===== src/rtl/mc_control_fsm.sv =====
// Multi-cycle FETCH/DECODE/EXEC/MEM/WB sequencer for the RV32I core, sharing one memory port.
// Define MC_PERF_CNT_EN to build the retired-instruction counter driven onto instret.
module mc_control_fsm #(
   parameter int MEM_TIMEOUT = 16,
   parameter int INSTR_W     = 32
) (
   input  logic               clk,
   input  logic               rst,
   input  logic [INSTR_W-1:0] instr,
   input  logic               mem_ready,
   output logic               mem_req,
   output logic               mem_we,
   output logic               mem_addr_sel,
   output logic               ir_we,
   output logic               pc_we,
   output logic               RegWE,
   output logic [3:0]         ALU_control,
   output logic               Imm_mux_SEL,
   output logic               WB_sel,
   output logic [2:0]         state,
   output logic               illegal,
   output logic               bus_err,
   output logic [31:0]        instret
);

   localparam logic [2:0] S_FETCH  = 3'd0;
   localparam logic [2:0] S_DECODE = 3'd1;
   localparam logic [2:0] S_EXEC   = 3'd2;
   localparam logic [2:0] S_MEM    = 3'd3;
   localparam logic [2:0] S_WB     = 3'd4;
   localparam logic [2:0] S_TRAP   = 3'd5;

   localparam logic [6:0] OP_R     = 7'b0110011;
   localparam logic [6:0] OP_I     = 7'b0010011;
   localparam logic [6:0] OP_LOAD  = 7'b0000011;
   localparam logic [6:0] OP_STORE = 7'b0100011;

   localparam logic [7:0] TIMEOUT_CNT = 8'(MEM_TIMEOUT);

   if (INSTR_W != 32 || MEM_TIMEOUT < 1 || MEM_TIMEOUT > 255) begin : g_bad_param
      $error("mc_control_fsm: INSTR_W must be 32 and MEM_TIMEOUT must lie in 1..255");
   end

   logic [2:0]  state_q;
   logic [31:0] ir_q;
   logic [7:0]  wait_cnt_q;
   logic [7:0]  wait_cnt_inc;
   logic        illegal_q;
   logic        bus_err_q;
   logic        timed_out;
   logic [6:0]  opcode;
   logic [2:0]  funct3;
   logic        is_r;
   logic        is_i;
   logic        is_load;
   logic        is_store;
   logic        is_legal;
   logic [3:0]  alu_op;
   logic        unused_ir_bits;

   assign opcode         = ir_q[6:0];
   assign funct3         = ir_q[14:12];
   assign is_r           = (opcode == OP_R);
   assign is_i           = (opcode == OP_I);
   assign is_load        = (opcode == OP_LOAD);
   assign is_store       = (opcode == OP_STORE);
   assign is_legal       = is_r || is_i || is_load || is_store;
   assign unused_ir_bits = ^{ir_q[31], ir_q[29:15]};

   // A request times out when this waiting cycle would bring the count up to MEM_TIMEOUT.
   assign wait_cnt_inc = wait_cnt_q + 8'd1;
   assign timed_out    = !mem_ready && (wait_cnt_inc == TIMEOUT_CNT);

   always_ff @(posedge clk or posedge rst) begin
      if (rst) begin
         state_q    <= S_FETCH;
         ir_q       <= '0;
         wait_cnt_q <= '0;
         illegal_q  <= 1'b0;
         bus_err_q  <= 1'b0;
      end else begin
         case (state_q)
            S_FETCH: begin
               if (mem_ready) begin
                  ir_q       <= instr;
                  state_q    <= S_DECODE;
                  wait_cnt_q <= '0;
               end else if (timed_out) begin
                  state_q   <= S_TRAP;
                  bus_err_q <= 1'b1;
               end else begin
                  wait_cnt_q <= wait_cnt_inc;
               end
            end
            S_DECODE: begin
               if (is_legal) begin
                  state_q <= S_EXEC;
               end else begin
                  state_q   <= S_TRAP;
                  illegal_q <= 1'b1;
               end
            end
            S_EXEC: begin
               state_q    <= (is_load || is_store) ? S_MEM : S_WB;
               wait_cnt_q <= '0;
            end
            S_MEM: begin
               if (mem_ready) begin
                  state_q    <= is_store ? S_FETCH : S_WB;
                  wait_cnt_q <= '0;
               end else if (timed_out) begin
                  state_q   <= S_TRAP;
                  bus_err_q <= 1'b1;
               end else begin
                  wait_cnt_q <= wait_cnt_inc;
               end
            end
            S_WB: begin
               state_q    <= S_FETCH;
               wait_cnt_q <= '0;
            end
            default: state_q <= S_TRAP;
         endcase
      end
   end

   always_comb begin
      alu_op = 4'b0000;
      if (is_r || is_i) begin
         case (funct3)
            3'b000:  alu_op = (is_r && ir_q[30]) ? 4'b0001 : 4'b0000;
            3'b001:  alu_op = 4'b0010;
            3'b010:  alu_op = 4'b0011;
            3'b011:  alu_op = 4'b0100;
            3'b100:  alu_op = 4'b0101;
            3'b101:  alu_op = ir_q[30] ? 4'b0111 : 4'b0110;
            3'b110:  alu_op = 4'b1000;
            default: alu_op = 4'b1001;
         endcase
      end
   end

   // ir_we/pc_we follow mem_ready in FETCH so the IR and PC load on the accepting edge.
   always_comb begin
      mem_req      = 1'b0;
      mem_we       = 1'b0;
      mem_addr_sel = 1'b0;
      ir_we        = 1'b0;
      pc_we        = 1'b0;
      RegWE        = 1'b0;
      ALU_control  = 4'b0000;
      Imm_mux_SEL  = 1'b0;
      WB_sel       = !is_load;
      case (state_q)
         S_FETCH: begin
            mem_req = 1'b1;
            ir_we   = mem_ready;
            pc_we   = mem_ready;
         end
         S_EXEC: begin
            ALU_control = alu_op;
            Imm_mux_SEL = !is_r;
         end
         S_MEM: begin
            mem_req      = 1'b1;
            mem_we       = is_store;
            mem_addr_sel = 1'b1;
            ALU_control  = alu_op;
            Imm_mux_SEL  = !is_r;
         end
         S_WB: begin
            RegWE       = (ir_q[11:7] != 5'd0);
            ALU_control = alu_op;
            Imm_mux_SEL = !is_r;
         end
         default: ;
      endcase
   end

   assign state   = state_q;
   assign illegal = illegal_q;
   assign bus_err = bus_err_q;

`ifdef MC_PERF_CNT_EN
   logic [31:0] instret_q;

   // An instruction retires when leaving WB, or leaving MEM on a completed store.
   always_ff @(posedge clk or posedge rst) begin
      if (rst) begin
         instret_q <= '0;
      end else if (state_q == S_WB || (state_q == S_MEM && mem_ready && is_store)) begin
         instret_q <= instret_q + 32'd1;
      end
   end

   assign instret = instret_q;
`else
   assign instret = 32'h0;
`endif

endmodule


===== config.mk =====
export PLATFORM = sky130hd
export DESIGN_NAME = mc_control_fsm
export DESIGN_NICKNAME = d
export VERILOG_FILES = /design/src/rtl/mc_control_fsm.sv
export SDC_FILE = /design/constraint.sdc
export NUM_CORES = 1
export LEC_CHECK = 0
export CORE_ASPECT_RATIO = 1.4
export CORE_MARGIN = 5
export CORE_UTILIZATION = 45
export CTS_CLUSTER_DIAMETER = 60
export DETAILED_ROUTE_END_ITERATION = 8
export DONT_BUFFER_PORTS = 1
export GPL_ROUTABILITY_DRIVEN = 1
export GPL_TIMING_DRIVEN = 0
export HOLD_SLACK_MARGIN = 0.12
export PLACE_DENSITY = 0.66
export SLEW_MARGIN = 10
export SYNTH_ARGS = -nofsm -noshare
export SYNTH_HDL_FRONTEND = slang
export SYNTH_SLANG_ARGS = --single-unit

===== constraint.sdc =====
create_clock -name clk -period 4.3 [get_ports clk]
set_input_delay 0.645 -clock clk [delete_from_list [all_inputs] [get_ports clk]]
set_output_delay 0.645 -clock clk [all_outputs]
set_load 0.02 [all_outputs]

==> results_dict.tcl, run 1 <==
set metrics [dict create \
    r2r_slack_ns 1.82 \
    grt_overflow 0 \
    ys_top_cells_by_count "buf_4 (33), dfrtp_1 (29), nor2_1 (24)" \
    start_kind "flop" \
    drtIter0Drc 30 \
    wl_per_cell_um 13.30 \
    start_util_pct 46.52 \
    grt_pass1_vias 1296 \
    dieArea_um2 5783 \
    seq_area_um2 725.7 \
    irDropWorstVdd_uv 216.4 \
    cts-resized-gates 0 \
    wl_mm 3.831 \
    drc_errors 0 \
    cap_violations 0 \
    cts_hold_buffers 0 \
    setup_viol 0 \
    synth.distinct_cells 47 \
    crit_fanout 4 \
    end_kind "primary output" \
    power_density_nw_per_um2 290.3 \
    row_count 28 \
    slew_violations 0 \
    slew_headroom_pct 46.99 \
    fin_util_pct 54.46 \
    ys_ff_latch 29 \
    synth_edf_count 0 \
    viasPerCell 4.882 \
    postCtsSetupRepairBufs 0 \
    synth_most_common_cell "buf_4" \
    synth_area_leaders "dfrtp_1 (37%), buf_4 (13%), mux2_1 (8.1%), mux2_4 (5.4%), nor2_1 (4.6%)" \
    track_usage_pct 13.84 \
    hold_path_class "in2async" \
    cts_tree "built" \
    synth_warnings 0 \
    syn-cell-area_um2 1956 \
    critPathRequiredTime_ns 3.65 \
    cts_inserted_buffers 5 \
    rsz0062_at_grt "false" \
    critical_path_class "reg2out" \
    power_leakage_nw 1.136 \
    min_period_over_period_pct 70.56 \
    fillCellCount 392 \
    synth.avg_cell_area_um2 9.634 \
    firstDrtPassIters 4 \
    grt_first_pass_wirelength_mm 6.141 \
    die_y_um 88 \
    core_area_um2 4204 \
    cts-root-buf "clkbuf_8" \
    insertion_delay_ns 0.28 \
    via_count 1406 \
    syn_to_final_growth_pct 17.08 \
    die_x_um 65.72 \
    cts-htree-levels 2 \
    yosysTopAreaCellShare_pct 37.11 \
    critical_path_arrival_ns 2.39 \
    worstMarginPinSlew_ns 0.7952 \
    drive_above_1_share_pct 25.10 \
    pin_count 84 \
    grt_max_degree 30 \
    synthCells 203 \
    dpl.hpwl_mm 2.965 \
    multiInputGateArea_um2 1042 \
    finalHoldViolCount 0 \
    clock.fmax_mhz 329.6 \
    ys.flop_type "dfrtp_1" \
    status "complete, no violations" \
    antenna_cells 0 \
    r2r_start "state[0]" \
    ys_seq_area_share_pct 37.11 \
    final_nets 279 \
    gp_congestion 0.8123 \
    clk_pin_slew_ns 0.07 \
    finClkSkew_ns 0.005127 \
    critPathLaunch "ir_q[2]" \
    async_flop_share_pct 100.0 \
    clk_path_buf_depth 2 \
    tns_ns 0 \
    antenna_found_initial 0 \
    min_period_ns 3.034 \
    clock_sinks 29 \
    yosysTopAreaCell "dfrtp_1" \
    antenna_left 0 \
    io_buffer_count 0 \
]
==> area by class of cell <==
type                    instances  share of cell area, %
plain buffers                  39                  11.97
clock buffers                   5                  3.005
clock inverters                 3                  2.842
inverters                       8                  1.311
multi-input cells             158                  45.52
flip-flops and latches         29                  31.69
well taps                      45                  2.459
repair buffers                  1                  1.202
==> metal layers <==
metal / track usage, % / routed length [µm] / share of wire [%]
met5: 0 / 0 / 0
met4: 5.094 / 53 / 1.4
met3: 3.979 / 281 / 7.3
met2: 24.64 / 1977 / 52
met1: 15.46 / 1518 / 40
==> state kept, by name, indices dropped and copies added, names as in the netlist <==
| signal | flops |
|---|---|
| bus_err | 1 |
| wait_cnt_q | 8 |
| ir_q | 16 |
| illegal | 1 |
| state | 3 |
==> path summary, 6_finish.rpt <==
path | cells after the start | end
max | 5 | ALU_control[0]
min | 1 | ir_q[9]
max reg2reg | 6 | wait_cnt_q[4]
min reg2reg | 1 | ir_q[3]
max in group asynchronous | 2 | wait_cnt_q[0]
min in group clk | 1 | state[1]
==> critical path: stages (launching register included) <==
cell	delay [ns]
dfrtp_1	0.37
nor4b_1	0.53
and2_1	0.27
and3_1	0.19
o22ai_1	0.08
a211oi_1	0.67
==> cell families (layout without fill, tap and decap cells) <==
group                      count (synthesis)  in the layout  share of synthesized area [%]
other                                      1             32                         0.1918
buffers and inverters                     47             56                          15.55
AOI/OAI and AO/OA                         31             31                          11.77
DFF                                       29             29                          37.11
muxes                                     22             22                          13.95
adders and majority gates                  2              2                          1.279
and+or+nand+nor                           64             64                          17.02
xor gates and xnor gates                   7              7                          3.135
==> cell usage in the layout, fill, tap and decap left out, types with 3 or more instances in the layout <==
master	instances
inv_1	5
mux2_4	7
clkbuf_1	3
nand3_1	4
buf_4	33
dfrtp_1	29
nand2_1	15
mux2_1	14
clkbuf_8	5
conb_1	32
xnor2_1	5
o21ai_0	3
nor2_1	24
buf_2	3
a21oi_1	10
==> where the power goes <==
part / internal [mW] / switching [mW] / total (mW)
Sequential: 0.273 / 0 / 0.273
Clock: 0.230 / 0.103 / 0.333
Combinational: 0.0227 / 0.0358 / 0.0586
==> through the flow <==
stage / total power [mW] / hold slack [ns] / instance area [µm²] / std cells / setup slack (ns)
after floorplan: 0.3301 / 0.4492 / 2072 / 234 / 1.821
after global placement: 0.3324 / 0.4692 / 2128 / 279 / 1.544
after detailed placement: 0.3325 / 0.4767 / 2128 / 279 / 1.520
after CTS: 0.6717 / 0.4853 / 2262 / 287 / 1.216
after global routing: 0.6921 / 0.1787 / 2290 / 288 / 1.062
final: 0.6647 / 0.1778 / 2290 / 288 / 1.266
(Power assumes the default switching activity.)
==> run 2, diff against run 1 <==
--- a/config.mk
+++ b/config.mk
@@ -14,7 +14,7 @@
 export GPL_ROUTABILITY_DRIVEN = 1
 export GPL_TIMING_DRIVEN = 0
 export HOLD_SLACK_MARGIN = 0.12
-export PLACE_DENSITY = 0.66
+export PLACE_DENSITY = 0.68
 export SLEW_MARGIN = 10
 export SYNTH_ARGS = -nofsm -noshare
 export SYNTH_HDL_FRONTEND = slang
==> constraint.sdc (replaced) <==
create_clock -name clk -period 2.6 [get_ports clk]
set_input_delay 0.39 -clock clk [delete_from_list [all_inputs] [get_ports clk]]
set_output_delay 0.39 -clock clk [all_outputs]
set_load 0.02 [all_outputs]
==> results_dict.tcl, run 2 (same netlist as run 1, synthesis figures left out) <==
set metrics [dict create \
    antenna_left 0 \
    largest_reg_flops 16 \
    clk_pin_slew_ns 0.07 \
    layout_commonest_cell "buf_4" \
    layout_setup_ws_ns 0.1304 \
    pin_count 84 \
    critPathSlowestCell "a21oi_1" \
    min_period_ns 2.470 \
    grt_pass1_vias 1364 \
    r2r_start "state[0]" \
    finClkSkew_ns 0.004273 \
    cpPeakStageDelay_ns 0.68 \
    firstDrtPassIters 3 \
    die_x_um 65.72 \
    io_buffer_count 0 \
    wl_per_cell_um 13.51 \
    start_kind "flop" \
    place_ws_ns 0.09649 \
    clock_sinks 29 \
    antenna_cells 0 \
    cts_tree "built" \
    postCtsSetupRepairBufs 0 \
    final_cell_mix "buf_4 (34), conb_1 (32), dfrtp_1 (29)" \
    cts_hold_buffers 0 \
    critPathRequiredTime_ns 2.77 \
    total_power_uw 900.7 \
    via_count 1419 \
    status "complete, no violations" \
    grt_first_pass_wirelength_mm 6.223 \
    track_usage_pct 14.05 \
    r2r-end "wait_cnt_q[5]" \
    grt_max_degree 30 \
    rsz0062_at_grt "false" \
    multiInputGateArea_um2 1079 \
    final_nets 278 \
    viasPerCell 4.944 \
    hold_path_class "in2async" \
    grt_overflow 0 \
    r2r_slack_ns 0.13 \
    irDropWorstVdd_uv 288.8 \
    critical_path.top_delay_family "compound AO/OA/AOI/OAI gates" \
    crit_chain "clkbuf_1 -> nand2_1 -> a21oi_1 -> a31oi_4 -> mux2_4" \
    dpl.hpwl_mm 2.985 \
    power_density_nw_per_um2 399.7 \
    end_kind "flop" \
    dieArea_um2 5783 \
    r2r_cells 5 \
    layout.cells.non_filler 287 \
    wl_mm 3.877 \
    seq_area_um2 725.7 \
    clock.fmax_mhz 404.9 \
    drc_errors 0 \
    insertion_delay_ns 0.28 \
    fillCellCount 437 \
    syn_to_final_growth_pct 15.23 \
    slew_headroom_pct 29.82 \
    die_y_um 88 \
    start_util_pct 46.52 \
    gp_congestion 0.8772 \
    critical_path_class "reg2reg" \
    clk_path_buf_depth 2 \
    cts-root-buf "clkbuf_8" \
    cap_violations 0 \
    crit_fanout 8 \
    setup_viol 0 \
    tns_ns 0 \
    antenna_found_initial 0 \
    power_leakage_nw 1.100 \
    row_count 28 \
    drive_above_1_share_pct 27.69 \
    worstMarginPinSlew_ns 1.046 \
    hold_ws_ns 0.1161 \
    worst-path-buf-inv 1 \
    cts_inserted_buffers 5 \
    core_area_um2 4204 \
    placed_cells 279 \
    slew_violations 0 \
    drtIter0Drc 26 \
    critical_path_arrival_ns 2.63 \
    finalHoldViolCount 0 \
    regMostFlops "ir_q" \
    cts-htree-levels 2 \
    min_period_over_period_pct 94.98 \
]
[run 2: changes by cell type in the layout (fill, tap and decap cells not counted), sizes merged]
cell      previous run  this run
buf                 37        36
bufinv               2         0
clkinv               2         3
clkinvlp             0         1
[run 2: worst reg2reg max path: cells and delay by family (launching register included)]
kind | cells | cell delay, ns
AO/OA/AOI/OAI | 2 | 1.01
flip-flops | 1 | 0.47
multiplexers | 1 | 0.37
buffers and inverters | 1 | 0.32
AND/OR/NAND/NOR | 1 | 0.19
[run 2: cell type report]
cell class,instances,area share [%]
inverters,8,1.333
well taps,45,2.499
plain buffers,39,12.27
clock inverters,3,0.7773
clock buffers,5,3.054
flip-flops and latches,29,32.20
multi-input cells,158,47.86
[run 2: how the worst max path moves through the flow]
stage | startpoint | endpoint | slack, ns | depth (start not counted)
final | state[0] | wait_cnt_q[5] | 0.13 | 5
after global routing | state[0] | wait_cnt_q[5] | 0.005 | 5
after CTS | state[0] | ALU_control[0] | 0.04 | 5
after detailed placement | state[0] | pc_we | 0.1 | 6
after global placement | ir_q[2] | ALU_control[0] | 0.09 | 5
after floorplan | state[1] | ALU_control[0] | 0.38 | 5
[run 2: through the flow]
stage,util [%],cell area [µm²]
2_1_floorplan,-,2072
3_3_place_gp,50.63,2128
3_5_place_dp,50.63,2128
4_1_cts,53.13,2233
5_1_grt,53.60,2253
6_report,53.60,2253
[run 2: routing by layer]
| layer | vias to the layer above | share of wire, % | wire length (µm) | GRT usage (%) |
|---|---|---|---|---|
| met3 | 4 | 9.0 | 349 | 5.392 |
| met1 | 673 | 37 | 1441 | 14.84 |
| met4 | 0 | 0.93 | 36 | 3.962 |
| li1 | 698 | - | - | - |
| met2 | 44 | 53 | 2050 | 25.64 |
| met5 | - | 0 | 0 | 0 |
[run 2: timing repair]
action / in CTS / in global routing
hold endpoints to repair: 0 / 0
resized for setup: 4 / 6
setup endpoints to repair: 3 / 12
pin swaps: 0 / 0
[run 2: report_power, final]
group | internal [mW] | leakage (nW) | switching [mW] | total (mW)
clock network | 0.184 | 0.0439 | 0.174 | 0.358
logic | 0.0334 | 0.672 | 0.0581 | 0.0915
registers | 0.451 | 0.384 | 0 | 0.451
total | 0.669 | 1.10 | 0.232 | 0.901
==> run 3, diff against run 2 <==
--- a/config.mk
+++ b/config.mk
@@ -12,8 +12,6 @@
 export DETAILED_ROUTE_END_ITERATION = 8
 export DONT_BUFFER_PORTS = 1
 export GPL_ROUTABILITY_DRIVEN = 1
-export GPL_TIMING_DRIVEN = 0
-export HOLD_SLACK_MARGIN = 0.12
 export PLACE_DENSITY = 0.68
 export SLEW_MARGIN = 10
 export SYNTH_ARGS = -nofsm -noshare
==> results_dict.tcl, run 3 (same netlist as run 1, synthesis figures left out) <==
set metrics [dict create \
    power_frac_comb_pct 6.1 \
    wl_per_cell_um 14.94 \
    wl_mm 3.839 \
    antenna_found_initial 0 \
    track_usage_pct 14.11 \
    cts_inserted_buffers 5 \
    rsz0062_at_grt "false" \
    min_period_ns 2.393 \
    io_buffer_count 0 \
    dpl.hpwl_mm 2.892 \
    insertion_delay_ns 0.28 \
    dieArea_um2 5783 \
    r2r_slack_ns 0.43 \
    clock_sinks 29 \
    cts_hold_buffers 0 \
    setup_viol 0 \
    final_nets 248 \
    layout_commonest_cell "conb_1" \
    end_kind "primary output" \
    regMostFlops "ir_q" \
    antenna_left 0 \
    crit_fanout 4 \
    cpPeakStageDelay_ns 0.37 \
    met1_usage_pct 15.88 \
    use_met2_pct 24.27 \
    total_power_uw 919.7 \
    gp_congestion 0.8123 \
    tns_ns 0 \
    worstMarginPinSlew_ns 0.7700 \
    worst-path-buf-inv 2 \
    fillCellCount 423 \
    hold_path_class "in2async" \
    p_int_uw 693.4 \
    slew_headroom_pct 48.61 \
    irDropWorstVdd_uv 226.4 \
    cts-resized-gates 0 \
    viasPerCell 5.202 \
    crit_top_cell "buf_4" \
    cts_tree "built" \
    finClkSkew_ns 0.002636 \
    slew_violations 0 \
    crit_chain "nor4b_1 -> buf_4 -> and2_1 -> and3_1 -> o22ai_1 -> a211oi_2 -> buf_4" \
    postCtsSetupRepairBufs 0 \
    clk_pin_slew_ns 0.06 \
    switching_share_pct 24.60 \
    critical_path.top_delay_family "simple AND/OR/NAND/NOR gates" \
    core_area_um2 4204 \
    top_usage_layer "met2" \
    row_count 28 \
    min_period_over_period_pct 92.05 \
    cts-htree-levels 2 \
    cap_violations 0 \
    start_kind "flop" \
    pwr-share-seq_pct 49.1 \
    clock.fmax_mhz 417.9 \
    drtIter0Drc 22 \
    critPathRequiredTime_ns 2.21 \
    power_leakage_nw 0.9604 \
    firstDrtPassIters 4 \
    grt_max_degree 21 \
    drc_errors 0 \
    antenna_cells 0 \
    critPathSlowestCell "dfrtp_1" \
    syn_to_final_growth_pct 3.711 \
    grt_first_pass_wirelength_mm 6.244 \
    start_util_pct 46.52 \
    grt_use_met3_pct 4.750 \
    power_density_nw_per_um2 453.4 \
    largest_reg_flops 16 \
    clk_path_buf_depth 2 \
    status "complete, no violations" \
    final_cell_mix "conb_1 (32), dfrtp_1 (29), nor2_1 (24)" \
    grt_overflow 0 \
    via_count 1337 \
    cts-root-buf "clkbuf_8" \
    finalHoldViolCount 0 \
    grt_pass1_vias 1314 \
    die_x_um 65.72 \
    critical_path_arrival_ns 2.00 \
    p_switching_uw 226.2 \
    pin_count 84 \
    power.share.clock_pct 44.8 \
    die_y_um 88 \
    drive_above_1_share_pct 16.04 \
    critical_path_class "reg2out" \
]
==> run 3: changes by cell type in the layout (fill, tap and decap cells not counted), sizes merged <==
cell      change
buf          -27
clkinv        -2
clkbuf        -1
clkinvlp      -1
inv           +1
==> run 3: per-layer routing <==
metal,vias to the layer above,share of wire (%)
met1,641,39
met3,6,8.6
met5,-,0
met2,45,51
li1,645,-
met4,0,1.4
==> run 3: worst paths after layout <==
check / end / start / cells after the start
setup / recovery: ALU_control[0] / ir_q[2] / 7
hold / removal: ir_q[9] / rst / 1
setup reg to reg: wait_cnt_q[5] / wait_cnt_q[1] / 6
hold reg to reg: ir_q[11] / ir_q[11] / 1
max in group asynchronous: illegal / rst / 2
min in group clk: state[1] / mem_ready / 1
==> run 3: metrics by stage <==
step	setup WS, ns	area, µm²	util (%)	hold slack (ns)	std cells
after floorplan	0.3759	2072	-	0.4492	234
after global routing	0.02931	2028	48.24	0.2093	257
after CTS	0.1818	2023	48.13	0.1643	257
after global placement	0.4557	1922	45.71	0.4544	249
final	0.2068	2028	48.24	0.1376	257
after detailed placement	0.4393	1922	45.71	0.4660	249
==> run 3: cell type report <==
| cell class | count | area [µm²] | share of cell area (%) |
|---|---|---|---|
| Clock buffer | 7 | 96.34 | 4.750 |
| Inverter | 8 | 30.03 | 1.481 |
| Sequential cell | 29 | 725.7 | 35.78 |
| Multi-Input combinational cell | 158 | 1047 | 51.63 |
| Tap cell | 45 | 56.30 | 2.776 |
| Timing Repair Buffer | 9 | 67.56 | 3.331 |
| Clock inverter | 1 | 5.005 | 0.2468 |
==> run 3: power by group through the flow <==
stage | Clock (mW) | Combinational, mW | Sequential, mW
final | 0.412 | 0.0562 | 0.451
after detailed placement | 0 | 0.0555 | 0.460
after floorplan | 0 | 0.0863 | 0.460
after CTS | 0.424 | 0.0555 | 0.451
after global routing | 0.450 | 0.0620 | 0.451
after global placement | 0 | 0.0554 | 0.460
